==> src/rtl/rx_pkt_ctrl_pkg.sv <==
// Shared receiver definitions: sequencer state encoding and timeout error codes.
package rx_pkt_ctrl_pkg;

   typedef enum logic [2:0] {
      StIdle  = 3'd0,
      StSync  = 3'd1,
      StCest  = 3'd2,
      StSig   = 3'd3,
      StPld   = 3'd4,
      StFlush = 3'd5
   } rx_state_e;

   localparam logic [1:0] ErrSync = 2'd0;
   localparam logic [1:0] ErrCest = 2'd1;
   localparam logic [1:0] ErrSig  = 2'd2;
   localparam logic [1:0] ErrPld  = 2'd3;

   localparam int unsigned CntW = 16;

endpackage

==> src/rtl/rx_to_timer.sv <==
// Loadable down-counter used as the per-stage timeout of the packet sequencer.
module rx_to_timer #(
   parameter int unsigned W = 20
) (
   input  logic         clk,
   input  logic         rst,
   input  logic         load,
   input  logic [W-1:0] load_val,
   output logic         expired
);

   logic [W-1:0] cnt_q;

   always_ff @(posedge clk or posedge rst) begin
      if (rst) begin
         cnt_q <= '0;
      end else if (load) begin
         cnt_q <= load_val;
      end else if (cnt_q != '0) begin
         cnt_q <= cnt_q - 1'b1;
      end
   end

   // High in the last cycle of the window: the count reaches zero on the coming edge.
   assign expired = (cnt_q == W'(1));

endmodule

==> src/rtl/rx_pkt_ctrl.sv <==
// Packet-level sequencer: tracks receiver milestones, enforces per-stage timeouts,
// flushes the datapath after every packet and keeps good/failed packet counters.
module rx_pkt_ctrl
   import rx_pkt_ctrl_pkg::*;
#(
   parameter int unsigned TO_W      = 20,
   parameter int unsigned SYNC_TO   = 4096,
   parameter int unsigned CEST_TO   = 2048,
   parameter int unsigned SIG_TO    = 8192,
   parameter int unsigned PLD_TO    = 600000,
   parameter int unsigned SIG_BITS  = 24,
   parameter int unsigned FLUSH_LEN = 16
) (
   input  logic            clk,
   input  logic            rst,
   input  logic            enable,
   input  logic            packet_start,
   input  logic            max_indx_vld,
   input  logic            sigma2_vld,
   input  logic            signal_vld,
   input  logic            payload_done,
   output logic            chain_flush,
   output logic            busy,
   output logic [2:0]      state,
   output logic            pkt_ok,
   output logic            pkt_err,
   output logic [1:0]      err_code,
   output logic [CntW-1:0] pkt_cnt,
   output logic [CntW-1:0] err_cnt
);

   localparam int unsigned SigW = $clog2(SIG_BITS + 1);
   localparam int unsigned FlW  = $clog2(FLUSH_LEN + 1);

   rx_state_e       state_q, state_d;
   logic [SigW-1:0] sig_cnt_q, sig_cnt_d;
   logic [FlW-1:0]  flush_cnt_q, flush_cnt_d;
   logic            ok_d, err_d;
   logic [1:0]      err_code_q, err_code_d;
   logic [CntW-1:0] pkt_cnt_q, pkt_cnt_d, err_cnt_q, err_cnt_d;
   logic            chain_flush_q, busy_q, pkt_ok_q, pkt_err_q;
   logic            to_load, expired;
   logic [TO_W-1:0] to_val;

   rx_to_timer #(
      .W (TO_W)
   ) u_to_timer (
      .clk      (clk),
      .rst      (rst),
      .load     (to_load),
      .load_val (to_val),
      .expired  (expired)
   );

   // Priority inside a stage: abort, then the awaited event, then timeout.
   always_comb begin
      state_d     = state_q;
      sig_cnt_d   = sig_cnt_q;
      flush_cnt_d = flush_cnt_q;
      ok_d        = 1'b0;
      err_d       = 1'b0;
      err_code_d  = err_code_q;
      unique case (state_q)
         StIdle: begin
            if (packet_start && enable) state_d = StSync;
         end
         StSync: begin
            if (!enable) begin
               state_d = StFlush;
            end else if (max_indx_vld) begin
               state_d = StCest;
            end else if (expired) begin
               state_d    = StFlush;
               err_d      = 1'b1;
               err_code_d = ErrSync;
            end
         end
         StCest: begin
            if (!enable) begin
               state_d = StFlush;
            end else if (sigma2_vld) begin
               state_d = StSig;
            end else if (expired) begin
               state_d    = StFlush;
               err_d      = 1'b1;
               err_code_d = ErrCest;
            end
         end
         StSig: begin
            if (!enable) begin
               state_d = StFlush;
            end else if (signal_vld && (sig_cnt_q == SigW'(SIG_BITS - 1))) begin
               state_d = StPld;
            end else begin
               if (signal_vld) sig_cnt_d = sig_cnt_q + 1'b1;
               if (expired) begin
                  state_d    = StFlush;
                  err_d      = 1'b1;
                  err_code_d = ErrSig;
               end
            end
         end
         StPld: begin
            if (!enable) begin
               state_d = StFlush;
            end else if (payload_done) begin
               state_d = StFlush;
               ok_d    = 1'b1;
            end else if (expired) begin
               state_d    = StFlush;
               err_d      = 1'b1;
               err_code_d = ErrPld;
            end
         end
         StFlush: begin
            if (flush_cnt_q == FlW'(FLUSH_LEN - 1)) begin
               state_d = StIdle;
            end else begin
               flush_cnt_d = flush_cnt_q + 1'b1;
            end
         end
         default: state_d = StIdle;
      endcase
      if (state_d == StFlush && state_q != StFlush) flush_cnt_d = '0;
      if (state_d == StSig && state_q != StSig) sig_cnt_d = '0;
   end

   always_comb begin
      to_load = (state_d != state_q);
      to_val  = '0;
      unique case (state_d)
         StSync:  to_val = TO_W'(SYNC_TO);
         StCest:  to_val = TO_W'(CEST_TO);
         StSig:   to_val = TO_W'(SIG_TO);
         StPld:   to_val = TO_W'(PLD_TO);
         default: to_val = '0;
      endcase
   end

   always_comb begin
      pkt_cnt_d = pkt_cnt_q;
      err_cnt_d = err_cnt_q;
      if (ok_d && pkt_cnt_q != '1) pkt_cnt_d = pkt_cnt_q + 1'b1;
      if (err_d && err_cnt_q != '1) err_cnt_d = err_cnt_q + 1'b1;
   end

   always_ff @(posedge clk or posedge rst) begin
      if (rst) begin
         state_q       <= StIdle;
         sig_cnt_q     <= '0;
         flush_cnt_q   <= '0;
         err_code_q    <= ErrSync;
         pkt_cnt_q     <= '0;
         err_cnt_q     <= '0;
         chain_flush_q <= 1'b0;
         busy_q        <= 1'b0;
         pkt_ok_q      <= 1'b0;
         pkt_err_q     <= 1'b0;
      end else begin
         state_q       <= state_d;
         sig_cnt_q     <= sig_cnt_d;
         flush_cnt_q   <= flush_cnt_d;
         err_code_q    <= err_code_d;
         pkt_cnt_q     <= pkt_cnt_d;
         err_cnt_q     <= err_cnt_d;
         chain_flush_q <= (state_d == StFlush);
         busy_q        <= (state_d != StIdle);
         pkt_ok_q      <= ok_d;
         pkt_err_q     <= err_d;
      end
   end

   assign state       = state_q;
   assign chain_flush = chain_flush_q;
   assign busy        = busy_q;
   assign pkt_ok      = pkt_ok_q;
   assign pkt_err     = pkt_err_q;
   assign err_code    = err_code_q;
   assign pkt_cnt     = pkt_cnt_q;
   assign err_cnt     = err_cnt_q;

endmodule

==> config.mk <==
export PLATFORM = sky130hd
export DESIGN_NAME = rx_pkt_ctrl
export DESIGN_NICKNAME = d
export VERILOG_FILES = /design/src/rtl/rx_pkt_ctrl_pkg.sv /design/src/rtl/rx_to_timer.sv /design/src/rtl/rx_pkt_ctrl.sv
export SDC_FILE = /design/constraint.sdc
export NUM_CORES = 1
export LEC_CHECK = 0
export CELL_PAD_IN_SITES_DETAIL_PLACEMENT = 0
export CELL_PAD_IN_SITES_GLOBAL_PLACEMENT = 1
export CORE_ASPECT_RATIO = 1.2
export CORE_MARGIN = 1
export CORE_UTILIZATION = 39
export CTS_CLUSTER_SIZE = 20
export DETAILED_ROUTE_END_ITERATION = 8
export HOLD_SLACK_MARGIN = 0.06
export MAX_ROUTING_LAYER = met4
export PLACE_DENSITY_LB_ADDON = 0.1
export SETUP_SLACK_MARGIN = 0.15
export SLEW_MARGIN = 30
export SYNTH_ARGS = -nofsm -noshare
export SYNTH_HDL_FRONTEND = slang
export SYNTH_HIERARCHICAL = 1
export SYNTH_SLANG_ARGS = --single-unit
==> constraint.sdc <==
create_clock -name clk -period 3.4 [get_ports clk]
set_input_delay 1.02 -clock clk [delete_from_list [all_inputs] [get_ports clk]]
set_output_delay 1.02 -clock clk [all_outputs]
set_load 0.005 [all_outputs]
-- Word-level counts from Yosys, hierarchy flattened
Cells that the tools add are included.
- register bits: 71
- bits of input ports: 8
- output and inout bits: 41
- logic and storage cells: 115
- add/sub/neg operators: 5
- equality and inequality tests: 32
- muxes and demuxes: 49
- reduce and logical (&&, ||, !) cells: 18
- operators by type and width (kind ; number):
    one-hot mux 20 bit (4 select lines) ; 1
    2-to-1 mux 20 bit ; 2
    2-to-1 mux 5 bit ; 8
    2-to-1 mux 3 bit ; 11
    adder 16 x 1 -> 16 bit (second input constant) ; 2
    inequality test 16 bit (second input constant) ; 2
    2-to-1 mux 2 bit ; 12
    inequality test 2 bit (second input constant) ; 12
    equality test 20 x 1 -> 1 bit (second input constant) ; 1
    nonzero test 20 bit ; 1
    subtractor 20 x 1 -> 20 bit (second input constant) ; 1
    one-hot mux 3 bit (6 select lines) ; 1
    AND reduction 13 bit ; 1
    equality test 3 x 2 -> 1 bit (second input constant) ; 4
    equality test 3 bit (second input constant) ; 4
    2-to-1 mux 1 bit ; 12
    adder 5 x 1 -> 5 bit (second input constant) ; 2
    nonzero test 2 bit ; 5
    one-hot mux 2 bit (4 select lines) ; 1
    equality test 3 x 1 -> 1 bit (second input constant) ; 2
    logical AND 1 bit ; 6
    equality test 5 x 4 -> 1 bit (second input constant) ; 1
    equality test 5 bit (second input constant) ; 1
    inequality test 2 x 1 -> 1 bit (second input constant) ; 2
    other kinds (9) ; 9

-- Longest topological paths before layout
Gate-level depths: netlist (run 1).
- depth in word-level cells: 9
- gate-level depth with buffers: 15
- depth with buffers taken out: 14

-- Hierarchy
Netlist (run 1), hierarchy kept.
- by module, submodules not included (module ; instances ; cells each ; area an instance (µm²) ; seq. area each (µm²)):
    rx_pkt_ctrl ; 1 ; 277 ; 2841.5 ; 1276.2
    rx_to_timer ; 1 ; 142 ; 1261.2 ; 500.5

-- Worst setup path before layout (run 1)
Ideal clock, no wire load.
- path kind: reg2reg
- start point: register u_to_timer.cnt_q[1]
- end point: register u_to_timer.cnt_q[11]
- setup time: 136 ps
- arrival time: 3403 ps
- required time: 3264 ps
- slack: -139 ps
- stages on the path, launching flop included: 16
- path buffers: 1
- period minus slack after synthesis: 3539 ps
- cells stage by stage: dfrtp_1 inv_1 ha_1 or4b_2 nor3_1 nor3b_1 a211oi_1 a211o_1 o21a_1 o221ai_1 clkbuf_1 clkinv_1 nand2_1 or4_4 a21oi_1 a311oi_1
- elaborated cells between the ends (all ways): 22
- those cells by class: 1 x add/sub; 6 x eq/ne; 13 x mux; 2 x reduce/logical
- RTL lines (item ; RTL line ; source):
    from (decl) ; rx_to_timer.sv:12 ; logic [W-1:0] cnt_q;
    from (signal assigned) ; rx_to_timer.sv:18 ; cnt_q <= load_val;
    from (signal assigned) ; rx_to_timer.sv:20 ; cnt_q <= cnt_q - 1'b1;
    equality test 20 x 1 -> 1 bit * ; rx_to_timer.sv:25 ; assign expired = (cnt_q == W'(1));
    named net expired ; rx_pkt_ctrl.sv:42 ; logic to_load, expired;
    2-to-1 mux 3 bit * ; -- ;
    2-to-1 mux 3 bit, on equally long branches (2 in series) ; -- ;
    one-hot mux 3 bit (6 select lines) * ; rx_pkt_ctrl.sv:63 ; unique case (state_q)
    inequality test 3 bit * ; rx_pkt_ctrl.sv:129 ; to_load = (state_d != state_q);
    named net to_load ; rx_pkt_ctrl.sv:42 ;
    2-to-1 mux 20 bit or nonzero test 2 bit (tied branches) ; -- ;
The timed path passes the listed nets; every way through them passes the cells marked *. The select of a mux whose other input is x is not followed.
A chain may end at the register's enable or synchronous reset.

-- Worst setup path after layout (run 1)
- start point: input enable
- end point: register u_to_timer.cnt_q[0]
- cells in the longest elaborated chain, start to end: 5
- elaborated cells between the ends (all ways): 10
- those cells by class: 1 x eq/ne; 7 x mux; 2 x reduce/logical
- RTL lines (item ; RTL line ; source):
    from (decl) ; rx_pkt_ctrl.sv:16 ; input logic enable,
    logical AND 1 bit ; rx_pkt_ctrl.sv:65 ; if (packet_start && enable) state_d = StSync;
    2-to-1 mux 3 bit ; rx_pkt_ctrl.sv:65 ;
    one-hot mux 3 bit (6 select lines) * ; rx_pkt_ctrl.sv:63 ;
    inequality test 3 bit * ; rx_pkt_ctrl.sv:129 ;
    named net to_load ; rx_pkt_ctrl.sv:42 ;
    2-to-1 mux 20 bit or nonzero test 2 bit (tied branches) ; -- ;
The timed path passes the listed nets; every way through them passes the cells marked *.

==> qor.yml, run 1 <==
final-seq-area_um2: 1780
post_drt_wl_per_cell_um: 15.0
die_w_um: 95.6
drt_iter0_markers: 85
drt_wl_total_um: 9420
tns_ns: 0
crit_path_start_kind: "input port"
finalSetupViolations: 0
hold_viol: 0
fill_cells: 975
synth_edf_count: 0
grt_max_degree: 29
rows: 40
irDropWorstVdd_uv: 497
p_leak_nw: 2.35
syn-mean-instance-area_um2: 9.79
synth_top_family_by_area: "simple AND/OR/NAND/NOR gates"
via_per_inst: 5.28
drv_slew: 0
globalplace.congestion: 0.757
clkSlewWorstSetupHoldPaths_ns: 0.05
worstMarginPinSlew_ns: 0.843
clkSinkCount: 71
synth.largest_area_cell: "dfrtp_1"
portBuffers: 48
ios: 49
drc: 0
synthCells: 419
grt_setup_unrepaired: "yes"
cp-end-kind: "register"
rr_endpoint: "u_to_timer/cnt_q[0]$_DFFE_PP0P_"
synth.most_common_cell: "dfrtp_1"
grt_overflow_total: 0
area_delta_synth_final_pct: 27.7
ys_types: 74
yosys_warnings: 6
grt_usage_pct: 19.4
status: "completed"
synth_ff_type: "dfrtp_1"
ys_seq_area_share_pct: 43.3
holdPathStages: 1
finClkSkew_ns: 0.00622
fp.coreArea_um2: 10100
fin_crit_sh_pct: 92.1
arrival_ns: 3.34
cts_tree: "yes"
synth-simple-area-share_pct: 26.4
antenna_found_initial: 0
ys_ff_latch: 71
crit_fanout: 5
crit_type: "input port to register"
insertion_delay_ns: 0.33
fin_crit_ns: 3.13
ant_nets: 0
min_to: "flush_cnt_q[4]$_DFFE_PP0P_"
vias: 3310
cts_buffers: 9
worst_r2r_path_depth: 14
dp_hpwl_um: 6750
synth_xor_area_share_pct: 8.54
async_flop_share_pct: 100
drive_gt1_share_pct: 16.4
regToRegStartpoint: "u_to_timer/cnt_q[1]$_DFFE_PP0P_"
synthMuxAreaShare_pct: 2.68
grt_pass1_vias: 3322
hold_path_class: "register to register"
synth_adder_area_share_pct: 2.44
nets: 513
insertedDiodeCount: 0
grt_pass1_wl_um: 16000
initial_utilization_pct: 40.6
cp_data_required_time_ns: 3.61
synth_compound_area_share_pct: 12.0
cap_violations: 0
slew_headroom_pct: 43.8
clockRootBuffer: "clkbuf_16"
synth_commonest_cells: "dfrtp_1, nor2_1, nand2_1"
fmax_ghz: 0.319
synth_top_cell_area_share_pct: 43.3
fp.dieH_um: 114
multiInputGateArea_um2: 2240
synthTopCellsByArea: "dfrtp_1, xor2_1, nor2_1"
drtPass1Iterations: 4
h-tree-depth: 3
dieArea_um2: 10900
finalPower_mw: 3.85
powerDensity_nw_per_um2: 735
worstHoldStart: "flush_cnt_q[4]$_DFFE_PP0P_"
netlist_area_um2: 4100
r2r_slack_ns: 0.28
cts_buffer_depth: 2
kinds of logic (layout without fill, tap and decap cells):
family                   count (synthesis)  after routing
AND/OR/NAND/NOR                        182            182
adder cells (fa/ha/maj)                  8              8
buffers and inverters                   40            113
other                                    1             10
multiplexers                            10             10
XOR/XNOR                                40             40
AO/OA/AOI/OAI                           67             67
flip-flops                              71             71
layout make-up:
class                   count  area share, %
inverters                  24           1.74
flip-flops and latches     71           33.9
clock buffers              14           4.85
multi-input cells         317           42.8
repair buffers             74           13.5
clock inverters             1         0.0955
well taps                 126           3.01
critical path: stages:
cell	delay [ns]
clkdlybuf4s50_1	0.52
buf_4	0.15
a21boi_0	0.07
o311a_1	0.36
nor2_1	0.18
o221ai_2	0.15
clkinv_2	0.09
nand2_2	0.07
or4_4	0.52
o22ai_1	0.16
nor2_1	0.05
worst max path at each step:
stage | from | end | slack, ns
2_1_floorplan | u_to_timer/cnt_q[4]$_DFFE_PP0P_ | u_to_timer/cnt_q[11]$_DFFE_PP0P_ | 0.23
3_3_place_gp | enable | u_to_timer/cnt_q[11]$_DFFE_PP0P_ | -0.1
3_5_place_dp | enable | u_to_timer/cnt_q[9]$_DFFE_PP0P_ | -0.18
4_1_cts | enable | u_to_timer/cnt_q[9]$_DFFE_PP0P_ | 0.16
5_1_grt | enable | u_to_timer/cnt_q[11]$_DFFE_PP0P_ | 0.14
6_report | enable | u_to_timer/cnt_q[0]$_DFFE_PP0P_ | 0.27
through the flow:
step                area, um^2  worst slack [ns]  instances  util (%)  hold WS [ns]
finish                    5240             0.270        627      51.8         0.479
detailed placement        4890            -0.178        610      48.3         0.470
global placement          4890           -0.0964        610      48.3         0.466
global route              5240             0.136        627      51.8         0.511
floorplan                 4160             0.232        428         -         0.450
CTS                       5140             0.161        625      50.9         0.483
placed cells by master (no fill, tap or decap), types with 4 or more instances in the layout:
cell and instances:
a211oi_1 5, a21oi_1 13, and3_1 7, buf_4 22
clkbuf_1 4, clkbuf_16 9, clkdlybuf4s50_1 48, conb_1 10
dfrtp_1 70, ha_1 8, inv_1 21, mux2_2 4
mux2i_1 5, nand2_1 26, nand3_1 16, nand4_1 11
nor2_1 45, nor3_1 14, nor3_2 6, nor3b_1 4
nor4_1 12, o21ai_0 9, or4_1 4, xnor2_1 14
xor2_1 26
power by group:
group / total (mW) / switching [mW] / internal [mW] / leakage, nW
Combinational: 1.69 / 0.901 / 0.789 / 1.32
Sequential: 1.31 / 0.254 / 1.06 / 0.905
Clock: 0.846 / 0.337 / 0.509 / 0.127
Total: 3.85 / 1.49 / 2.36 / 2.35
per-layer routing:
layer / track usage (%) / wire length, um / vias up / part of all wire, %
li1: - / - / 1648 / -
met1: 22.9 / 4200 / 1592 / 45
met2: 32.2 / 4670 / 52 / 50
met3: 3.92 / 342 / 18 / 3.6
met4: 7.76 / 201 / 0 / 2.1
met5: - / 0 / - / 0
state kept, by name, summed over array words and instances, names as in the netlist:
| signal | count |
|---|---|
| state | 3 |
| u_to_timer/cnt_q | 20 |
| chain_flush | 1 |
| sig_cnt_q | 5 |
| err_code | 2 |
| pkt_cnt | 16 |
| pkt_err | 1 |
| pkt_ok | 1 |
| err_cnt | 16 |
| busy | 1 |
| flush_cnt_q | 5 |
repair_timing:
item | in CTS | in global routing
setup buffers | 0 | 2
endpoints found under the setup margin | 0 | 18
resized for setup | 0 | 16
hold buffers | 0 | 0
hold endpoints to repair | 0 | 0
No activity file was read; power rests on OpenSTA's default activity.
==> run 2: changes to the inputs <==
--- a/config.mk
+++ b/config.mk
@@ -5,11 +5,13 @@
 export SDC_FILE = /design/constraint.sdc
 export NUM_CORES = 1
 export LEC_CHECK = 0
+export CAP_MARGIN = 20
 export CELL_PAD_IN_SITES_DETAIL_PLACEMENT = 0
 export CELL_PAD_IN_SITES_GLOBAL_PLACEMENT = 1
 export CORE_ASPECT_RATIO = 1.2
 export CORE_MARGIN = 1
 export CORE_UTILIZATION = 39
+export CTS_BUF_LIST = sky130_fd_sc_hd__clkbuf_4 sky130_fd_sc_hd__clkbuf_8 sky130_fd_sc_hd__clkbuf_16
 export CTS_CLUSTER_SIZE = 20
 export DETAILED_ROUTE_END_ITERATION = 8
 export HOLD_SLACK_MARGIN = 0.06
==> qor.yml, run 2 (same netlist as run 1, synthesis figures left out) <==
grt_overflow_total: 0
insertion_delay_ns: 0.33
slew_headroom_pct: 44.8
largest_register_ffs: 20
arrival_ns: 3.34
grt_pass1_vias: 3314
cp-end-kind: "register"
tns_ns: 0
dieArea_um2: 10900
layout.cells.non_filler: 627
fin_hold_ws_ns: 0.480
ios: 49
h-tree-depth: 3
drv_slew: 0
worstMarginPinSlew_ns: 0.827
crit_fanout: 5
final_cell_mix: "dfrtp_1, clkdlybuf4s50_1, nor2_1, xor2_1, nand2_1"
rr_endpoint: "u_to_timer/cnt_q[0]$_DFFE_PP0P_"
crit_path_start_kind: "input port"
grt_max_degree: 29
drtPass1Iterations: 4
cts_buffers: 9
nets: 513
clkSinkCount: 71
drive_gt1_share_pct: 17.2
drt_iter0_markers: 82
vias: 3324
hold_buffers: 0
cp_data_required_time_ns: 3.61
grt_usage_pct: 19.4
startpoint: "enable"
antenna_found_initial: 0
clkSlewWorstSetupHoldPaths_ns: 0.05
area_delta_synth_final_pct: 28.1
fin_util_pct: 52.0
worst_r2r_path_depth: 14
finalSetupViolations: 0
final_common_cell: "dfrtp_1"
place_ws_ns: -0.178
grt_setup_unrepaired: "yes"
fin_crit_sh_pct: 92.1
largest_register: "u_to_timer/cnt_q"
dp_hpwl_um: 6750
clockRootBuffer: "clkbuf_16"
die_w_um: 95.6
hold_viol: 0
cts_buffer_depth: 2
hold_path_class: "register to register"
crit_type: "input port to register"
status: "completed"
finClkSkew_ns: 0.00629
endpoint: "u_to_timer/cnt_q[0]$_DFFE_PP0P_"
fp.dieH_um: 114
irDropWorstVdd_uv: 506
regToRegStartpoint: "u_to_timer/cnt_q[1]$_DFFE_PP0P_"
grt_pass1_wl_um: 16000
insertedDiodeCount: 0
globalplace.congestion: 0.757
initial_utilization_pct: 40.6
cts_tree: "yes"
fin_crit_ns: 3.13
rows: 40
r2r_slack_ns: 0.28
cap_violations: 0
post_drt_wl_per_cell_um: 15.1
fp.coreArea_um2: 10100
ant_nets: 0
p_leak_nw: 2.36
drt_wl_total_um: 9440
fmax_ghz: 0.319
drc: 0
worst_slack_ns: 0.269
powerDensity_nw_per_um2: 740
portBuffers: 48
placed_cells: 610
via_per_inst: 5.30
run 2: final cells by class:
class / count / area [um^2]
Clock inverter: 1 / 5.00
Timing Repair Buffer: 74 / 708
Tap cell: 126 / 158
Fill cell: 969 / 4860
Sequential cell: 71 / 1780
Multi-Input combinational cell: 317 / 2240
Clock buffer: 14 / 269
Inverter: 24 / 91.3
run 2: worst max-delay path, cell delays in order:
cell and delay [ns]:
clkdlybuf4s50_1 0.52, buf_4 0.15, a21boi_0 0.07, o311a_1 0.36, nor2_1 0.18, o221ai_2 0.15
clkinv_2 0.09, nand2_2 0.07, or4_4 0.52, o22ai_1 0.16, nor2_1 0.05
run 2: power by group:
group	switching, mW	total [mW]	internal [mW]
sequential	0.254	1.31	1.06
clock	0.336	0.878	0.541
combinational	0.909	1.70	0.789
run 2: per-stage QoR:
step,total power [mW],cell area (um^2)
2_1_floorplan,2.46,4160
5_1_grt,4.18,5250
3_3_place_gp,2.88,4890
4_1_cts,3.80,5160
3_5_place_dp,2.92,4890
6_report,3.89,5250
run 2: metal layers:
metal  global-route usage (%)  wire [um]
met2                     32.1       4710
met1                     23.0       4190
met4                     7.76        201
met3                     3.92        342
met5                        -          0
run 2: worst min-delay path by stage:
stage                                       to  cells after the start                  startpoint
floorplan           flush_cnt_q[4]$_DFFE_PP0P_                      1  flush_cnt_q[4]$_DFFE_PP0P_
global placement    flush_cnt_q[4]$_DFFE_PP0P_                      1  flush_cnt_q[4]$_DFFE_PP0P_
detailed placement  flush_cnt_q[4]$_DFFE_PP0P_                      1  flush_cnt_q[4]$_DFFE_PP0P_
CTS                 flush_cnt_q[4]$_DFFE_PP0P_                      1  flush_cnt_q[4]$_DFFE_PP0P_
global route        flush_cnt_q[4]$_DFFE_PP0P_                      1  flush_cnt_q[4]$_DFFE_PP0P_
finish              flush_cnt_q[4]$_DFFE_PP0P_                      1  flush_cnt_q[4]$_DFFE_PP0P_
run 2: timing repair:
| action | CTS | global route |
|---|---|---|
| setup endpoints to repair | 0 | 18 |
| buffers inserted | 0 | 2 |
| gates resized for setup | 0 | 16 |
